**config.mk**
```make
export PLATFORM = sky130hd
export DESIGN_NAME = func_rate1_spc_seq
export DESIGN_NICKNAME = d
export VERILOG_FILES = /design/src/rtl/func_rate1_spc_seq.sv
export SDC_FILE = /design/constraint.sdc
export NUM_CORES = 1
export LEC_CHECK = 0
export ABC_AREA = 1
export CAP_MARGIN = 30
export CORE_ASPECT_RATIO = 1.5
export CORE_UTILIZATION = 45
export DETAILED_ROUTE_END_ITERATION = 10
export GPL_TIMING_DRIVEN = 1
export PLACE_DENSITY_LB_ADDON = 0.15
export SYNTH_ARGS = -nofsm -noshare
export SYNTH_HDL_FRONTEND = slang
export SYNTH_SLANG_ARGS = --single-unit
export TNS_END_PERCENT = 5
```
**constraint.sdc**
```tcl
create_clock -name clk -period 49.1 [get_ports clk]
set_input_delay 7.365 -clock clk [delete_from_list [all_inputs] [get_ports clk]]
set_output_delay 7.365 -clock clk [all_outputs]
set_load 0.01 [all_outputs]
```
**src/rtl/func_rate1_spc_seq.sv**
```systemverilog
// Sequential Rate-1 / SPC node processor for the fast-SSC polar decoder.
// Collects a node as P-LLR beats, takes hard decisions, and for SPC nodes
// flips the least-reliable bit when the overall parity is odd. Bits are
// then streamed back out as P-bit beats.

// Per-lane hard decision and magnitude of one LLR.
module func_rate1_spc_seq_lane #(
    parameter int LLR_W = 6
) (
    input  logic [LLR_W-1:0] llr,
    output logic             hd,
    output logic [LLR_W-1:0] mag
);
    assign hd  = llr[LLR_W-1];
    // Unsigned result keeps |-2^(LLR_W-1)| = 2^(LLR_W-1) without saturating.
    assign mag = hd ? (-llr) : llr;
endmodule

module func_rate1_spc_seq #(
    parameter int LLR_W     = 6,
    parameter int P         = 16,
    parameter int MAX_BEATS = 4,
    localparam int NBW      = $clog2(MAX_BEATS) + 1
) (
    input  logic               clk,
    input  logic               rst,
    input  logic               start,
    input  logic               mode,
    input  logic [NBW-1:0]     node_beats,
    input  logic               llr_valid,
    output logic               llr_ready,
    input  logic [P*LLR_W-1:0] llr,
    output logic               bit_valid,
    input  logic               bit_ready,
    output logic [P-1:0]       bit_out,
    output logic               busy,
    output logic               done
);
    localparam int BIW = (MAX_BEATS > 1) ? $clog2(MAX_BEATS) : 1;
    localparam int KW  = (P > 1) ? $clog2(P) : 1;
    localparam logic [NBW-1:0] MAXB = NBW'(MAX_BEATS);

    typedef enum logic [1:0] {S_IDLE, S_COLLECT, S_FIX, S_OUTPUT} state_t;

    state_t state_q, state_d;

    logic                          mode_q;
    logic [BIW-1:0]                last_q;
    logic [BIW-1:0]                in_cnt, out_cnt;
    logic                          parity_q;
    logic [LLR_W-1:0]              min_mag;
    logic [BIW-1:0]                min_beat;
    logic [KW-1:0]                 min_pos;   // bit position inside the beat (P-1-k)
    logic [MAX_BEATS-1:0][P-1:0]   buf_q;
    logic                          done_q;

    // Lane outputs; hd_bits is already in bit_out ordering.
    logic [P-1:0]            hd_bits;
    logic [P-1:0][LLR_W-1:0] mag;

    genvar k;
    generate
        for (k = 0; k < P; k++) begin : g_lane
            func_rate1_spc_seq_lane #(.LLR_W(LLR_W)) u_lane (
                .llr (llr[(P-k)*LLR_W-1 -: LLR_W]),
                .hd  (hd_bits[P-1-k]),
                .mag (mag[k])
            );
        end
    endgenerate

    logic             in_hs, out_hs, in_last, out_last;
    logic [LLR_W-1:0] bmin;
    logic [KW-1:0]    bpos;
    logic [NBW-1:0]   nb_eff;
    logic [BIW-1:0]   start_last;

    assign llr_ready = (state_q == S_COLLECT);
    assign bit_valid = (state_q == S_OUTPUT);
    assign busy      = (state_q != S_IDLE);
    assign done      = done_q;
    assign bit_out   = bit_valid ? buf_q[out_cnt] : '0;

    assign in_hs    = llr_valid && llr_ready;
    assign out_hs   = bit_valid && bit_ready;
    assign in_last  = (in_cnt == last_q);
    assign out_last = (out_cnt == last_q);

    // Clamp the requested length and turn it into the index of the last beat.
    always_comb begin
        nb_eff = node_beats;
        if (node_beats == '0 || node_beats > MAXB) nb_eff = MAXB;
        start_last = BIW'(nb_eff - NBW'(1));
    end

    // Beat-local minimum; strict compare keeps the lowest lane on ties.
    always_comb begin
        bmin = mag[0];
        bpos = KW'(P-1);
        for (int i = 1; i < P; i++) begin
            if (mag[i] < bmin) begin
                bmin = mag[i];
                bpos = KW'(P-1-i);
            end
        end
    end

    // State register.
    always_ff @(posedge clk) begin
        if (rst) state_q <= S_IDLE;
        else     state_q <= state_d;
    end

    // Next-state logic.
    always_comb begin
        state_d = state_q;
        case (state_q)
            S_IDLE:    if (start) state_d = S_COLLECT;
            S_COLLECT: if (in_hs && in_last) state_d = mode_q ? S_FIX : S_OUTPUT;
            S_FIX:     state_d = S_OUTPUT;
            S_OUTPUT:  if (out_hs && out_last) state_d = S_IDLE;
            default:   state_d = S_IDLE;
        endcase
    end

    // Datapath: node setup, beat capture, parity/min tracking, SPC fix, output count.
    always_ff @(posedge clk) begin
        if (rst) begin
            mode_q   <= 1'b0;
            last_q   <= '0;
            in_cnt   <= '0;
            out_cnt  <= '0;
            parity_q <= 1'b0;
            min_mag  <= '1;
            min_beat <= '0;
            min_pos  <= '0;
            buf_q    <= '0;
            done_q   <= 1'b0;
        end else begin
            done_q <= out_hs && out_last;
            case (state_q)
                S_IDLE: if (start) begin
                    mode_q   <= mode;
                    last_q   <= start_last;
                    in_cnt   <= '0;
                    out_cnt  <= '0;
                    parity_q <= 1'b0;
                    min_mag  <= '1;
                    min_beat <= '0;
                    min_pos  <= '0;
                end
                S_COLLECT: if (in_hs) begin
                    buf_q[in_cnt] <= hd_bits;
                    parity_q      <= parity_q ^ (^hd_bits);
                    // Earlier beats hold lower global indices, so strict < resolves ties.
                    if (bmin < min_mag) begin
                        min_mag  <= bmin;
                        min_beat <= in_cnt;
                        min_pos  <= bpos;
                    end
                    in_cnt <= in_cnt + BIW'(1);
                end
                S_FIX: if (parity_q) begin
                    buf_q[min_beat][min_pos] <= ~buf_q[min_beat][min_pos];
                end
                S_OUTPUT: if (out_hs) begin
                    out_cnt <= out_cnt + BIW'(1);
                end
                default: ;
            endcase
        end
    end
endmodule

```
==> flow_summary_export.csv <==
group,metric,value,unit
die,start_util,45.6,%
yosys,syn_avg_cell_area,5.94,sq um
routing,dr.max_layer_used,"met4",
final_layout,fill_cells,2728,
global_route,antenna_found_initial,0,
clocking,postCtsHoldBufs,0,
clocking,numCtsBuffers,9,
outcome,run_status,"finished, violations left",
clocking,ctsRootBufferMaster,"clkbuf_16",
placement,io_buffers,124,
timing,finalClockSkew,0.00837,ns
worst_setup_path,path_buf_inv,4,
yosys,postSynthNetCount,2155,
final_layout,synthToLayoutAreaGrowth,12.8,%
final_layout,num_antenna_cells,0,
job,cap_viol_max_count,0,
placement,preCtsSetupSlack,20.71,ns
global_route,grt-ovfl-total,0,
timing,setup_ws,20.94,ns
final_layout,fin_area,0.0132,sq mm
routing,wl_met1,15100,um
worst_setup_path,crit_path_end_kind,"register",
timing,finalHoldViolations,0,
final_layout,instances_no_fill,2369,
timing,tns,0,ns
global_route,grt.total_usage,29.3,%
die,die_h,200,um
routing,dr_wl_met3,2400,um
final_layout,multi_input_area,0.00839,sq mm
yosys,ys_ff_latch,87,
yosys,ys_warn_count,0,
routing,drt-initial-drc-count,1023,
global_route,grt_max_degree,51,
yosys,yosysSeqAreaShare,14.9,%
timing,relSlewSlack,29.3,%
die,design.core.area,0.0257,sq mm
clocking,insertion_delay,0.36,ns
die,fp.dieW,134,um
routing,routed_wl,39400,um
timing,drv_slew,0,
worst_setup_path,crit_type,"in -> reg",
die,die_area,0.0267,sq mm
clocking,clockBufferDepth,2,
routing,drcViolationCount,2,
global_route,grt_pass1_wl,62700,um
clocking,clock-sinks,87,
worst_setup_path,crit_family,"compound AO/OA/AOI/OAI gates",
worst_setup_path,slowest_delay,0.86,ns
worst_setup_path,crit_fanout,16,
routing,wl_met2,20100,um
yosys,synthArstFlopShare,0,%
yosys,syn_inst,1972,
clocking,clkTransAtPathRegs,0.06,ns
final_layout,nets,2215,
yosys,synth_edf_count,0,
worst_setup_path,worst_setup_path_start_kind,"input port",
yosys,ys_types,52,
placement,gp_congestion,0.947,
yosys,syn_area,0.0117,sq mm
worst_setup_path,cp.arrival,28.40,ns
routing,first_pass_iters,9,
placement,dp.cells,2354,
timing,timing.fmax,35.5,MHz
final_layout,seqCellArea,0.00174,sq mm
die,ios,125,
routing,ant_nets,0,
worst_setup_path,cp.required,49.34,ns
yosys,yosys_most_used_dff,"dfxtp_1",
placement,placed_area,0.0129,sq mm
die,row_count,72,
final_layout,drive_above_1_share,7.22,%
clocking,ctsHtreeMaxLevel,3,
timing,fin_crit,28.16,ns
timing,worstMarginPinSlew,1.06,ns
clocking,cts_setup_buffers,0,
timing,finalSetupViolations,0,
placement,dp_hpwl,29400,um
clocking,cts_resized,0,
routing,via_count,13500,
routing,wl_per_cell,16.6,um
clocking,cts_tree,"yes",
timing,fin_crit_sh,57.4,%
global_route,grt_pass1_vias,12700,
timing,rsz0062_at_grt,"no",
outcome,violations,"design-rule violations",
hold_path,hold_path_class,"reg -> reg",
worst_setup_path,slowest_stage,"a2111oi_2",
routing,viasPerCell,5.71,
## final cells by class
type | count | share of cell area, %
inverters | 265 | 7.53
clock inverters | 4 | 0.720
multi-input cells | 1531 | 63.5
well taps | 333 | 3.15
clock buffers | 11 | 1.76
repair buffers | 138 | 10.2
flip-flops and latches | 87 | 13.2
## cells in the mapped netlist (all sizes together), types with 5 or more instances
library cell	count	area share, %
a21oi	228	11
a221oi	22	1.6
a22oi	12	0.77
a31oi	5	0.27
a32oi	6	0.45
buf	40	3.4
clkbuf	47	1.6
clkinv	9	0.29
dfxtp	87	15
ha	78	8.3
inv	256	8.2
nand2	442	15
nand3	193	9.1
nand4	14	0.75
nor2	200	7.0
nor3	28	1.2
nor4	14	0.75
o211ai	13	0.83
o21ai	204	8.7
xnor2	30	2.2
xor2	15	1.1
## registers in the layout, indices dropped and copies added, names as in the netlist
signal / flops
buf_q: 64
in_cnt: 2
min_mag: 6
min_beat: 2
last_q: 2
parity_q: 1
mode_q: 1
done: 1
state_q: 2
min_pos: 4
out_cnt: 2
## metrics by stage
stage               hold slack [ns]  util [%]
floorplan                     0.456         -
detailed placement            0.490      50.2
global placement              0.481      50.2
CTS                           0.499      51.5
global route                  0.519      51.5
finish                        0.499      51.5
## worst min-delay path, delay by kind of cell (launching register included)
kind | cells | cell delay, ns
and+or+nand+nor | 2 | 0.13
DFF | 1 | 0.33
## layer usage
metal | up-vias | global-route usage, %
li1 | 6691 | -
met1 | 6191 | 31.9
met2 | 532 | 55.5
met3 | 113 | 2.94
met4 | 0 | 15.3
met5 | - | 0
## layout by cell type (no fill, tap or decap), drive strengths merged, types with 30 or more instances in the layout
cell type / instances
xnor2: 30
clkdlybuf4s50: 124
nor2: 200
ha: 78
o21ai: 204
dfxtp: 87
nand2: 442
a21oi: 228
nand3: 193
inv: 256
## worst paths after layout
path                from          to  slack [ns]  depth (start not counted)
max              llr[95]  min_pos[2]       20.94                        104
min               mode_q      mode_q        0.50                          2
max reg2reg  min_beat[1]   buf_q[52]       44.54                         11
min reg2reg       mode_q      mode_q        0.50                          2
## logic make-up after synthesis
| family | synth area share, % |
|---|---|
| simple gates | 34.6 |
| compound gates | 25.2 |
| buf+inv | 13.6 |
| flops | 14.9 |
| fa+ha+maj | 8.33 |
| xor+xnor | 3.36 |
Power is left out: the tool's default activity adds up to more than one toggle a clock period on the data nets, which glitch-free logic cannot reach.
